## config.mk

```make
export PLATFORM = sky130hd
export DESIGN_NAME = komandara_mem2axil_bridge_flat
export DESIGN_NICKNAME = d
export VERILOG_FILES = /design/src/rtl/komandara_axil_pkg.sv /design/src/rtl/komandara_mem2axil_bridge_if.sv /design/src/rtl/komandara_mem2axil_bridge.sv /design/src/flat_wrapper.sv
export SDC_FILE = /design/constraint.sdc
export NUM_CORES = 1
export LEC_CHECK = 0
export ABC_CLOCK_PERIOD_IN_PS = 3500
export BUFFER_PORTS_ARGS = -buffer_cell sky130_fd_sc_hd__clkbuf_2
export CELL_PAD_IN_SITES_DETAIL_PLACEMENT = 0
export CELL_PAD_IN_SITES_GLOBAL_PLACEMENT = 1
export CORE_MARGIN = 2
export CORE_UTILIZATION = 29
export DETAILED_ROUTE_END_ITERATION = 8
export PLACE_DENSITY = 0.7
export SKIP_LAST_GASP = 1
export SLEW_MARGIN = 20
export SYNTH_ARGS = -nofsm -noshare
export SYNTH_HDL_FRONTEND = slang
export SYNTH_SLANG_ARGS = --single-unit
```

## constraint.sdc

```tcl
create_clock -name i_clk -period 3.5 [get_ports i_clk]
set_input_delay 1.05 -clock i_clk [delete_from_list [all_inputs] [get_ports i_clk]]
set_output_delay 1.05 -clock i_clk [all_outputs]
set_load 0.02 [all_outputs]
```

## src/rtl/komandara_axil_pkg.sv

```systemverilog
// Shared AXI4-Lite definitions for the komandara memory-to-AXI4-Lite bridge.
//
// Contents:
//   axi_resp_t / RESP_*   AXI response codes (OKAY, EXOKAY, SLVERR, DECERR)
//   AXI_PROT_DEFAULT      default value driven on awprot/arprot
//   bridge_state_e        bridge FSM states
//   resp_is_err()         1 when a response code reports an error
package komandara_axil_pkg;

  typedef logic [1:0] axi_resp_t;

  localparam axi_resp_t RESP_OKAY   = 2'b00;
  localparam axi_resp_t RESP_EXOKAY = 2'b01;
  localparam axi_resp_t RESP_SLVERR = 2'b10;
  localparam axi_resp_t RESP_DECERR = 2'b11;

  localparam logic [2:0] AXI_PROT_DEFAULT = 3'b000;

  typedef enum logic [2:0] {
    ST_IDLE,
    ST_WR,
    ST_WR_RESP,
    ST_RD_ADDR,
    ST_RD_RESP
  } bridge_state_e;

  // SLVERR and DECERR are the two error codes; both have bit 1 set.
  function automatic logic resp_is_err(input axi_resp_t resp);
    return (resp == RESP_SLVERR) || (resp == RESP_DECERR);
  endfunction

endpackage

```

## src/rtl/komandara_mem2axil_bridge_if.sv

```systemverilog
// AXI4-Lite bus bundle used between the bridge (master) and the downstream
// slave or interconnect (slave).
//
// Parameters:
//   ADDR_WIDTH  address width of AW/AR
//   DATA_WIDTH  data width of W/R (32 or 64); strobes are DATA_WIDTH/8
//
// Modports:
//   master  drives AW/W/AR payload+valid and bready/rready
//   slave   drives awready/wready/arready and the B/R responses
interface komandara_mem2axil_bridge_if #(
  parameter int ADDR_WIDTH = 32,
  parameter int DATA_WIDTH = 32
);

  localparam int STRB_WIDTH = DATA_WIDTH / 8;

  // Write address channel
  logic [ADDR_WIDTH-1:0] awaddr;
  logic [2:0]            awprot;
  logic                  awvalid;
  logic                  awready;

  // Write data channel
  logic [DATA_WIDTH-1:0] wdata;
  logic [STRB_WIDTH-1:0] wstrb;
  logic                  wvalid;
  logic                  wready;

  // Write response channel
  logic [1:0]            bresp;
  logic                  bvalid;
  logic                  bready;

  // Read address channel
  logic [ADDR_WIDTH-1:0] araddr;
  logic [2:0]            arprot;
  logic                  arvalid;
  logic                  arready;

  // Read data channel
  logic [DATA_WIDTH-1:0] rdata;
  logic [1:0]            rresp;
  logic                  rvalid;
  logic                  rready;

  modport master (
    output awaddr, awprot, awvalid,
    input  awready,
    output wdata, wstrb, wvalid,
    input  wready,
    input  bresp, bvalid,
    output bready,
    output araddr, arprot, arvalid,
    input  arready,
    input  rdata, rresp, rvalid,
    output rready
  );

  modport slave (
    input  awaddr, awprot, awvalid,
    output awready,
    input  wdata, wstrb, wvalid,
    output wready,
    output bresp, bvalid,
    input  bready,
    input  araddr, arprot, arvalid,
    output arready,
    output rdata, rresp, rvalid,
    input  rready
  );

endinterface

```

## src/rtl/komandara_mem2axil_bridge.sv

```systemverilog
// Converts the core's request/grant load-store port into AXI4-Lite master
// transactions, one transaction outstanding at a time. Each transaction
// finishes with a single-cycle o_rvalid pulse carrying read data (zero for
// writes) and an error flag (SLVERR/DECERR).
//
// Parameters:
//   ADDR_WIDTH  core/AXI address width
//   DATA_WIDTH  data width, 32 or 64
//   AXI_PROT    constant driven on awprot/arprot
//
// Ports:
//   i_clk, i_rst_n         clock, asynchronous active-low reset
//   i_req, o_gnt           core request / combinational grant
//   i_we, i_addr, i_wdata, i_be   request payload (be -> wstrb)
//   o_rvalid, o_rdata, o_err      registered completion pulse and result
//   m_axi                  AXI4-Lite master bundle
module komandara_mem2axil_bridge
  import komandara_axil_pkg::*;
#(
  parameter int         ADDR_WIDTH = 32,
  parameter int         DATA_WIDTH = 32,
  parameter logic [2:0] AXI_PROT   = AXI_PROT_DEFAULT
) (
  input  logic                    i_clk,
  input  logic                    i_rst_n,

  input  logic                    i_req,
  output logic                    o_gnt,
  input  logic                    i_we,
  input  logic [ADDR_WIDTH-1:0]   i_addr,
  input  logic [DATA_WIDTH-1:0]   i_wdata,
  input  logic [DATA_WIDTH/8-1:0] i_be,
  output logic                    o_rvalid,
  output logic [DATA_WIDTH-1:0]   o_rdata,
  output logic                    o_err,

  komandara_mem2axil_bridge_if.master m_axi
);

  bridge_state_e           state_q;

  // Request payload captured on the grant; drives the AXI payload fields
  // so they stay stable for the whole transaction.
  logic [ADDR_WIDTH-1:0]   addr_q;
  logic [DATA_WIDTH-1:0]   wdata_q;
  logic [DATA_WIDTH/8-1:0] be_q;
  logic                    we_q;

  logic                    awvalid_q;
  logic                    wvalid_q;
  logic                    arvalid_q;
  logic                    bready_q;
  logic                    rready_q;

  // Write channels still waiting after the coming edge. The FSM leaves
  // ST_WR only when neither AW nor W remains outstanding, which covers
  // both handshakes landing together or in either order.
  logic                    aw_busy;
  logic                    w_busy;

  // Completion of the current transaction (B or R handshake this cycle).
  logic                    cpl_fire;
  axi_resp_t               cpl_resp;
  logic [DATA_WIDTH-1:0]   cpl_data;

  assign o_gnt    = (state_q == ST_IDLE) && i_req;

  assign aw_busy  = awvalid_q && !m_axi.awready;
  assign w_busy   = wvalid_q  && !m_axi.wready;

  assign cpl_fire = ((state_q == ST_WR_RESP) && m_axi.bvalid) ||
                    ((state_q == ST_RD_RESP) && m_axi.rvalid);
  assign cpl_resp = we_q ? m_axi.bresp : m_axi.rresp;
  assign cpl_data = we_q ? '0 : m_axi.rdata;

  assign m_axi.awaddr  = addr_q;
  assign m_axi.awprot  = AXI_PROT;
  assign m_axi.awvalid = awvalid_q;
  assign m_axi.wdata   = wdata_q;
  assign m_axi.wstrb   = be_q;
  assign m_axi.wvalid  = wvalid_q;
  assign m_axi.bready  = bready_q;
  assign m_axi.araddr  = addr_q;
  assign m_axi.arprot  = AXI_PROT;
  assign m_axi.arvalid = arvalid_q;
  assign m_axi.rready  = rready_q;

  // NOTE: every register here uses non-blocking assignments so all state
  // updates see the pre-edge values, independent of statement order. The
  // payload registers are reset too, so the bus never shows X after reset.
  always_ff @(posedge i_clk or negedge i_rst_n) begin
    if (!i_rst_n) begin
      state_q   <= ST_IDLE;
      addr_q    <= '0;
      wdata_q   <= '0;
      be_q      <= '0;
      we_q      <= 1'b0;
      awvalid_q <= 1'b0;
      wvalid_q  <= 1'b0;
      arvalid_q <= 1'b0;
      bready_q  <= 1'b0;
      rready_q  <= 1'b0;
      o_rvalid  <= 1'b0;
      o_rdata   <= '0;
      o_err     <= 1'b0;
    end else begin
      o_rvalid <= 1'b0;

      // o_rdata/o_err hold their value between completions.
      if (cpl_fire) begin
        o_rvalid <= 1'b1;
        o_rdata  <= cpl_data;
        o_err    <= resp_is_err(cpl_resp);
      end

      unique case (state_q)
        ST_IDLE: begin
          if (i_req) begin
            addr_q  <= i_addr;
            wdata_q <= i_wdata;
            be_q    <= i_be;
            we_q    <= i_we;
            if (i_we) begin
              awvalid_q <= 1'b1;
              wvalid_q  <= 1'b1;
              state_q   <= ST_WR;
            end else begin
              arvalid_q <= 1'b1;
              state_q   <= ST_RD_ADDR;
            end
          end
        end

        ST_WR: begin
          // Each valid drops only after its own handshake.
          if (m_axi.awready) awvalid_q <= 1'b0;
          if (m_axi.wready)  wvalid_q  <= 1'b0;
          if (!aw_busy && !w_busy) begin
            bready_q <= 1'b1;
            state_q  <= ST_WR_RESP;
          end
        end

        ST_WR_RESP: begin
          if (m_axi.bvalid) begin
            bready_q <= 1'b0;
            state_q  <= ST_IDLE;
          end
        end

        ST_RD_ADDR: begin
          if (m_axi.arready) begin
            arvalid_q <= 1'b0;
            rready_q  <= 1'b1;
            state_q   <= ST_RD_RESP;
          end
        end

        ST_RD_RESP: begin
          if (m_axi.rvalid) begin
            rready_q <= 1'b0;
            state_q  <= ST_IDLE;
          end
        end

        default: state_q <= ST_IDLE;
      endcase
    end
  end

endmodule
```

## src/flat_wrapper.sv

```systemverilog
// flat-port wrapper written by rule: the top's interface ports become plain ports
module komandara_mem2axil_bridge_flat import komandara_axil_pkg::*;
#(
  parameter int         ADDR_WIDTH = 32,
  parameter int         DATA_WIDTH = 32,
  parameter logic [2:0] AXI_PROT   = AXI_PROT_DEFAULT
)
  (i_clk, i_rst_n, i_req, o_gnt, i_we, i_addr, i_wdata, i_be, o_rvalid, o_rdata, o_err, m_axi_awaddr, m_axi_awprot, m_axi_awvalid, m_axi_awready, m_axi_wdata, m_axi_wstrb, m_axi_wvalid, m_axi_wready, m_axi_bresp, m_axi_bvalid, m_axi_bready, m_axi_araddr, m_axi_arprot, m_axi_arvalid, m_axi_arready, m_axi_rdata, m_axi_rresp, m_axi_rvalid, m_axi_rready);
  komandara_mem2axil_bridge_if #(.ADDR_WIDTH(ADDR_WIDTH), .DATA_WIDTH(DATA_WIDTH)) m_axi_i ();
  input  logic i_clk;
  input  logic i_rst_n;
  input  logic i_req;
  output logic o_gnt;
  input  logic i_we;
  input  logic [ADDR_WIDTH-1:0] i_addr;
  input  logic [DATA_WIDTH-1:0] i_wdata;
  input  logic [DATA_WIDTH/8-1:0] i_be;
  output logic o_rvalid;
  output logic [DATA_WIDTH-1:0] o_rdata;
  output logic o_err;
  output wire logic [$bits(m_axi_i.awaddr)-1:0] m_axi_awaddr;
  output wire logic [$bits(m_axi_i.awprot)-1:0] m_axi_awprot;
  output wire logic [$bits(m_axi_i.awvalid)-1:0] m_axi_awvalid;
  input wire logic [$bits(m_axi_i.awready)-1:0] m_axi_awready;
  output wire logic [$bits(m_axi_i.wdata)-1:0] m_axi_wdata;
  output wire logic [$bits(m_axi_i.wstrb)-1:0] m_axi_wstrb;
  output wire logic [$bits(m_axi_i.wvalid)-1:0] m_axi_wvalid;
  input wire logic [$bits(m_axi_i.wready)-1:0] m_axi_wready;
  input wire logic [$bits(m_axi_i.bresp)-1:0] m_axi_bresp;
  input wire logic [$bits(m_axi_i.bvalid)-1:0] m_axi_bvalid;
  output wire logic [$bits(m_axi_i.bready)-1:0] m_axi_bready;
  output wire logic [$bits(m_axi_i.araddr)-1:0] m_axi_araddr;
  output wire logic [$bits(m_axi_i.arprot)-1:0] m_axi_arprot;
  output wire logic [$bits(m_axi_i.arvalid)-1:0] m_axi_arvalid;
  input wire logic [$bits(m_axi_i.arready)-1:0] m_axi_arready;
  input wire logic [$bits(m_axi_i.rdata)-1:0] m_axi_rdata;
  input wire logic [$bits(m_axi_i.rresp)-1:0] m_axi_rresp;
  input wire logic [$bits(m_axi_i.rvalid)-1:0] m_axi_rvalid;
  output wire logic [$bits(m_axi_i.rready)-1:0] m_axi_rready;
  assign m_axi_awaddr = m_axi_i.awaddr;
  assign m_axi_awprot = m_axi_i.awprot;
  assign m_axi_awvalid = m_axi_i.awvalid;
  assign m_axi_i.awready = m_axi_awready;
  assign m_axi_wdata = m_axi_i.wdata;
  assign m_axi_wstrb = m_axi_i.wstrb;
  assign m_axi_wvalid = m_axi_i.wvalid;
  assign m_axi_i.wready = m_axi_wready;
  assign m_axi_i.bresp = m_axi_bresp;
  assign m_axi_i.bvalid = m_axi_bvalid;
  assign m_axi_bready = m_axi_i.bready;
  assign m_axi_araddr = m_axi_i.araddr;
  assign m_axi_arprot = m_axi_i.arprot;
  assign m_axi_arvalid = m_axi_i.arvalid;
  assign m_axi_i.arready = m_axi_arready;
  assign m_axi_i.rdata = m_axi_rdata;
  assign m_axi_i.rresp = m_axi_rresp;
  assign m_axi_i.rvalid = m_axi_rvalid;
  assign m_axi_rready = m_axi_i.rready;
  komandara_mem2axil_bridge #(.ADDR_WIDTH(ADDR_WIDTH), .DATA_WIDTH(DATA_WIDTH), .AXI_PROT(AXI_PROT)) u_core (.i_clk(i_clk), .i_rst_n(i_rst_n), .i_req(i_req), .o_gnt(o_gnt), .i_we(i_we), .i_addr(i_addr), .i_wdata(i_wdata), .i_be(i_be), .o_rvalid(o_rvalid), .o_rdata(o_rdata), .o_err(o_err), .m_axi(m_axi_i));
endmodule
```

==> Implementation_results.wiki, run 1 <==
{| class="wikitable"
! Metric !! Value
|-
| Placed cell areas || roughly 0.0060 mm^2
|-
| Leakage power || approximately 3.2 nW
|-
| Primary flip-flop cell chosen by synthesis mapping || dfrtp_1
|-
| Routed via count || around 3300
|-
| Most frequent cell on the critical path || clkbuf_2
|-
| Grt ovf || 0
|-
| Vias in the first global route || approximately 3400
|-
| Final routed DRC violation total || 0
|-
| Cell breakdown of the critical path || clkbuf_2 > nor4b_4 > clkbuf_2
|-
| Arrival time reported for the critical path endpoint || 1.59 ns
|-
| Synth top area share || 57.6%
|-
| Kind of launch point of the worst setup path || input port
|-
| Post-CTS resize count || 0
|-
| Final critical-path required period || around 2.6 ns
|-
| Layout fillers || between 1500 and 2000
|-
| Master of the slowest instance on the critical path || clkbuf_2
|-
| Class of the tightest hold or removal check || flip-flop to flip-flop
|-
| Status || completed
|-
| Total track usage || around 12%
|-
| Peak supply drop || around 0.00044 V
|-
| GR Layer Usage met1 || between 10% and 20%
|-
| Number of buffers created by CTS || 9
|-
| Clock input transition at the sequential cells of the worst setup and hold paths || roughly 0.070 ns
|-
| Category of the worst setup path capture point || primary output
|-
| CTS tree || done
|-
| Starting DRT DRC Count || around 50
|-
| Fraction of met3 tracks used by global routing || about 2.5%
|-
| Core Box Area || about 0.016 mm^2
|-
| Commonest non-fill, non-tap cell in the layout || clkbuf_2
|-
| Number of max-cap violations || 0
|-
| CTS H-Tree Depth || 3
|-
| Initial core utilization || ~29%
|-
| CP required || roughly 2.5 ns
|-
| Number of antenna diodes || 0
|-
| DIE WIDTH || roughly 130 um
|-
| Longest Clk Path Bufs || 2
|-
| Max-slew violation total from the final report || 0
|-
| Later-pin clock latency in the skew report || roughly 0.35 ns
|-
| Overall power of the completed layout || between 0.006 and 0.007 W
|-
| Sink Count || around 110
|-
| Post-DR wirelength/cell || 13.7 um
|-
| Vertical die dimension || ~130 um
|-
| Syn Std Cell Area || between 0.004 and 0.005 mm^2
|-
| Number of buffers inserted for hold repair after clock tree synthesis || 0
|-
| Final-report hold violation count || 0
|-
| Leading post-synthesis cells by cell area || dfrtp_1 58%, mux2_2 24%, buf_4 6.2%, nor2b_1 4.3%, buf_6 2.1%
|-
| Fraction of final layout cells sized beyond drive strength 1 || a little under 70%
|-
| Unrepaired setup endpoints after global routing || no
|-
| Most frequent cells in the layout || 249 x clkbuf_2, 111 x dfrtp_1, 101 x mux2_2
|-
| Final setup violating endpoints || 0
|-
| Floorplan die area || between 0.015 and 0.02 mm^2
|-
| CP bufs+invs || 2
|-
| Number of instances in the synthesized netlist || ~340
|-
| Gp weighted congestion || ~0.75
|-
| First-pass iteration count of the detailed router || 4
|-
| Seq/Total Area, Yosys || ~58%
|-
| Antenna Violating Nets Remaining || 0
|-
| Antenna violations before repair || 0
|-
| Number of top-level pins || 259
|-
| Yosys warning total || 0
|-
| Slew of the pin with the lowest slew margin || just over 0.9 ns
|-
| Layout overhead on the synthesized area || 31.2%
|-
| Clk_skew || 0.0114 ns
|-
| Number of I/O port buffers || 250
|-
| Syn avg cell area || ~14 um^2
|-
| Max-slew headroom at the worst pin || about two fifths
|-
| Largest fanout on the critical path || 2
|-
| Number of standard-cell rows in the floorplan || between 40 and 50
|-
| Final worst hold slack || a little under 0.5 ns
|-
| Kind of cell adding the most delay to the critical path || buffers and inverters
|-
| Yosys reg bits || approximately 110
|-
| Pin count of the biggest net entering global routing || 74
|-
| Post-synthesis async set-or-reset flop share || 100%
|-
| First-pass GRT wire length || between 15000 and 20000 um
|-
| Most utilized layer in the global route result || met2
|-
| Global-route track usage on met2 || between 20% and 30%
|-
| TNS Setup || 0 ns
|-
| Post-synth cell types || 30
|-
| Routed Wire Length || roughly 11000 um
|-
| Post-detail-place hpwl || just under 8000 um
|-
| Critical path class || input port to primary output
|-
| Pwr/cell area || around 1100 mW/mm^2
|-
| Via density || 4.26
|-
| Root buffer selected by CTS || clkbuf_16
|-
| Post-CTS setup buffer count || 0
|-
| Cell area after layout || ~0.0063 mm^2
|-
| Highest achievable clock rate || about 380 MHz
|-
| Final worst-path cycle share || 75.3%
|-
| Net count reported at finish || 666
|-
| Count of flip-flops with a built-in enable after synthesis || 0
|-
| Library cell occupying the most area in the post-synthesis netlist || dfrtp_1
|-
| CP max stage delay || between 0.2 and 0.25 ns
|}
## registers in the layout (all words and copies together), names as in the netlist
name                  count
u_core.o_rvalid           1
u_core.m_axi.awvalid      1
u_core.o_err              1
u_core.o_rdata           32
u_core.m_axi.araddr      32
u_core.m_axi.wvalid       1
u_core.state_q            3
u_core.m_axi.arvalid      1
u_core.m_axi.bready       1
u_core.we_q               1
u_core.m_axi.wdata       32
u_core.m_axi.rready       1
u_core.m_axi.wstrb        4
## routing by layer
layer | vias up | routed length, um
li1 | 1535 | -
met1 | 1626 | 4360
met2 | 138 | 5380
met3 | 17 | 680
met4 | 0 | 270
met5 | - | 0
## worst paths after layout
kind | to | cells after the start | start | slack, ns
hold reg to reg | u_core.o_rdata[4] | 1 | u_core.o_rdata[4] | 0.49
max in group asynchronous | u_core.m_axi.araddr[1] | 2 | i_rst_n | 1.93
min in group asynchronous | u_core.m_axi.araddr[8] | 1 | i_rst_n | 0.73
hold / removal | u_core.o_rdata[4] | 1 | u_core.o_rdata[4] | 0.49
setup reg to reg | u_core.m_axi.wdata[14] | 3 | u_core.state_q[2] | 1.27
setup / recovery | o_gnt | 3 | i_req | 0.86
## worst reg2reg max path: stages (launching register included)
cell and delay, ns:
dfrtp_1 0.54, nor4b_4 0.36, buf_4 0.75, mux2_2 0.46
## per-stage QoR
stage / setup slack [ns] / std cells / utilization, %
2_1_floorplan: 0.827 / 343 / -
3_3_place_gp: 0.782 / 762 / 36.5
3_5_place_dp: 0.766 / 762 / 36.5
4_1_cts: 0.851 / 778 / 38.6
5_1_grt: 0.833 / 778 / 38.6
6_report: 0.864 / 778 / 38.6
## layout make-up
cell class	instances	area [um^2]	share of cell area (%)
flip-flops and latches	111	2780	43.9
clock buffers	10	239	3.78
inverters	4	15.0	0.237
repair buffers	254	1300	20.5
multi-input cells	173	1630	25.8
clock inverters	6	92.6	1.46
well taps	220	275	4.35
## report_power, final
| group | switching (W) | internal, W | leakage, nW |
|---|---|---|---|
| Combinational | 0.00187 | 0.00131 | 1.68 |
| Sequential | 0.000433 | 0.00193 | 1.34 |
| Clock | 0.000475 | 0.000652 | 0.161 |
## synth_stat cells (2+ instances only)
| cell | number |
|---|---|
| nor2_1 | 2 |
| buf_4 | 40 |
| a21oi_1 | 8 |
| nor2b_1 | 33 |
| buf_2 | 3 |
| clkbuf_1 | 3 |
| nand2b_1 | 3 |
| buf_6 | 9 |
| dfrtp_1 | 111 |
| mux2_2 | 101 |
| inv_1 | 4 |
| mux2_1 | 3 |
## cell families (layout without fill, tap and decap cells)
logic type | after synthesis | count (layout) | synth area share, %
AOI/OAI and AO/OA | 17 | 17 | 2.49
buffers and inverters | 59 | 274 | 9.18
DFF | 111 | 111 | 57.6
muxes | 104 | 104 | 24.3
other | 1 | 6 | 0.0777
and+or+nand+nor | 46 | 46 | 6.38
(Power assumes the default switching activity.)
==> inputs of run 2 (changes only) <==
Settings changed: ABC_AREA set to 1, ABC_CLOCK_PERIOD_IN_PS 3500 to 2600, PLACE_DENSITY 0.7 to 0.74.
Clock period 3.5 ns to 2.6 ns, I/O delays scaled along.
==> Implementation_results.wiki, run 2 <==
{| class="wikitable"
! Metric !! Value
|-
| Cell breakdown of the critical path || nor2_1 > nand2_1 > nor2_4 > clkbuf_2
|-
| Antenna Violating Nets Remaining || 0
|-
| Routed via count || 3970
|-
| Number of standard-cell rows in the floorplan || 47
|-
| First-pass GRT wire length || ~20000 um
|-
| DIE WIDTH || ~130 um
|-
| Number of top-level pins || 259
|-
| Number of instances in the synthesized netlist || ~540
|-
| Critical path class || flip-flop to primary output
|-
| Share of synthesized area spent on multiplexers || 0%
|-
| Core Box Area || 0.0164 mm^2
|-
| Post-CTS setup buffer count || 0
|-
| Number of antenna diodes || 0
|-
| CP max stage delay || 0.44 ns
|-
| CTS tree || done
|-
| Final routed DRC violation total || 0
|-
| Arrival time reported for the critical path endpoint || roughly 1.4 ns
|-
| Kind of cell adding the most delay to the critical path || flip-flops
|-
| Leading post-synthesis cells by cell area || dfrtp_1 58%, nand2_1 18%, buf_4 6.1%, inv_1 3.4%, nand3_2 3.1%
|-
| Leakage power || 3.65 nW
|-
| Cell with the most instances after synthesis || nand2_1
|-
| Net count reported at finish || 862
|-
| Antenna violations before repair || 0
|-
| Count of flip-flops with a built-in enable after synthesis || 0
|-
| Final critical-path required period || 2.20 ns
|-
| Sink Count || 111
|-
| Number of I/O port buffers || 250
|-
| Clock input transition at the sequential cells of the worst setup and hold paths || about 0.080 ns
|-
| TNS Setup || 0 ns
|-
| Slew of the pin with the lowest slew margin || 0.976 ns
|-
| Number of buffers inserted for hold repair after clock tree synthesis || 0
|-
| Number of max-cap violations || 0
|-
| Synth top area share || 57.5%
|-
| CTS H-Tree Depth || 3
|-
| CP bufs+invs || 1
|-
| Class of the tightest hold or removal check || input port to async pin
|-
| Post-synthesis xor/xnor area fraction || 0%
|-
| Gp weighted congestion || between 0.7 and 0.8
|-
| Total track usage || roughly 14%
|-
| CP required || around 1.8 ns
|-
| Final worst-path cycle share || a little over four fifths
|-
| Grt ovf || 0
|-
| Later-pin clock latency in the skew report || around 0.35 ns
|-
| Syn avg cell area || 8.99 um^2
|-
| Layout fillers || about 1700
|-
| Syn Std Cell Area || just under 0.005 mm^2
|-
| Initial core utilization || between 20% and 30%
|-
| Primary flip-flop cell chosen by synthesis mapping || dfrtp_1
|-
| Via density || between 4 and 5
|-
| Status || completed
|-
| Area share of fa/ha/maj cells after synthesis || 0%
|-
| Vias in the first global route || 3788
|-
| Kind of launch point of the worst setup path || flip-flop
|-
| First-pass iteration count of the detailed router || 4
|-
| Post-detail-place hpwl || between 8000 and 9000 um
|-
| Vertical die dimension || ~130 um
|-
| Floorplan die area || approximately 0.018 mm^2
|-
| Fraction of final layout cells sized beyond drive strength 1 || 40.8%
|-
| Unrepaired setup endpoints after global routing || no
|-
| Starting DRT DRC Count || approximately 110
|-
| Layout overhead on the synthesized area || 32.1%
|-
| Peak supply drop || just over 0.0005 V
|-
| Pwr/cell area || 1320 mW/mm^2
|-
| Max-slew headroom at the worst pin || between 30% and 40%
|-
| Post-DR wirelength/cell || roughly 12 um
|-
| Number of buffers created by CTS || 9
|-
| Post-synth cell types || 21
|-
| Most used standard cells in the synthesized netlist || 227 x nand2_1, 111 x dfrtp_1, 44 x inv_1, 39 x buf_4, 22 x nand3_1
|-
| Final setup violating endpoints || 0
|-
| Overall power of the completed layout || about 0.0084 W
|-
| Largest family of logic cells by synthesized area || simple AND/OR/NAND/NOR gates
|-
| Longest Clk Path Bufs || 2
|-
| Clk_skew || ~0.011 ns
|-
| Category of the worst setup path capture point || primary output
|-
| Seq/Total Area, Yosys || between 50% and 60%
|-
| Final-report hold violation count || 0
|-
| Master of the slowest instance on the critical path || dfrtp_1
|-
| Pin count of the biggest net entering global routing || 72
|-
| Max-slew violation total from the final report || 0
|-
| Compound-Gate Fraction of Synth Area || roughly 5.8%
|-
| Synth Area in Simple Gates || 24.1%
|-
| Post-CTS resize count || 0
|-
| Routed Wire Length || ~12000 um
|-
| Post-synthesis async set-or-reset flop share || 100%
|-
| Commonest non-fill, non-tap cell in the layout || clkbuf_2
|-
| Library cell occupying the most area in the post-synthesis netlist || dfrtp_1
|-
| Yosys warning total || 0
|-
| Yosys reg bits || between 100 and 150
|-
| Largest fanout on the critical path || 6
|-
| Root buffer selected by CTS || clkbuf_16
|-
| Highest achievable clock rate || 455 MHz
|-
| Most frequent cells in the layout || 249 x clkbuf_2, 227 x nand2_1, 111 x dfrtp_1
|}
==> run 2: cell types whose count changed after synthesis, moves of 7 or more <==
cell,delta
inv_1,+40
nand3_1,+22
o21ai_0,+17
nand2_1,+227
o21ai_2,+16
a21oi_1,-7
mux2_2,-101
nor2b_1,-33
buf_2,+14
nand3_2,+15
==> run 2: cell type report <==
class                   count  area, um^2  area share [%]
flip-flops and latches    111        2780            43.6
clock buffers              10         239            3.75
multi-input cells         322        1470            23.1
well taps                 220         275            4.32
inverters                  47         176            2.77
repair buffers            258        1360            21.4
clock inverters             6        75.1            1.18
==> run 2: metrics by stage <==
stage                     area (um^2)  hold WS [ns]  worst slack (ns)  util, %  instances
after global placement           6060         0.454             0.354     37.0        958
after global routing             6380         0.332             0.291     38.9        974
after CTS                        6380         0.319             0.363     38.9        974
after detailed placement         6060         0.457             0.340     37.0        958
final                            6380         0.328             0.404     38.9        974
after floorplan                  4850         0.484             0.575        -        542
==> run 2: metal layers <==
| layer | share of wire, % | routed length [um] | track usage, % |
|---|---|---|---|
| met1 | 44 | 5330 | 18.1 |
| met2 | 46 | 5600 | 21.9 |
| met3 | 8.8 | 1070 | 4.48 |
| met4 | 1.4 | 171 | 4.66 |
| met5 | 0 | 0 | 0 |
==> run 2: logic make-up (layout without fill, tap and decap cells) <==
kind of cell	after synthesis	count (layout)
DFF	111	111
other	1	6
buffers and inverters	109	321
AOI/OAI and AO/OA	42	42
and+or+nand+nor	274	274
==> run 2: worst reg2reg max path, stage by stage, from the launching register on <==
cell and delay [ns]:
dfrtp_1 0.44, nor2_1 0.15, nand2_1 0.12, nor2_4 0.16, buf_12 0.32, inv_2 0.26, buf_12 0.26, nand2_1 0.11
nand2_1 0.04
==> run 2: path summary, 6_finish.rpt <==
path | from | end | slack (ns) | cells after the start
setup / recovery | u_core.state_q[1] | o_gnt | 0.40 | 4
hold / removal | i_rst_n | u_core.m_axi.araddr[30] | 0.33 | 1
setup reg to reg | u_core.state_q[1] | u_core.m_axi.wdata[29] | 0.63 | 8
hold reg to reg | u_core.m_axi.wdata[31] | u_core.m_axi.wdata[31] | 0.47 | 2
max in group asynchronous | i_rst_n | u_core.m_axi.wdata[23] | 1.58 | 2
min in group i_clk | u_core.m_axi.wdata[31] | u_core.m_axi.wdata[31] | 0.47 | 2
==> run 2: where the power goes <==
group	switching, W	internal, W	total, W
registers	0.000484	0.00251	0.00299
logic	0.00273	0.00126	0.00400
clock network	0.000669	0.000790	0.00146
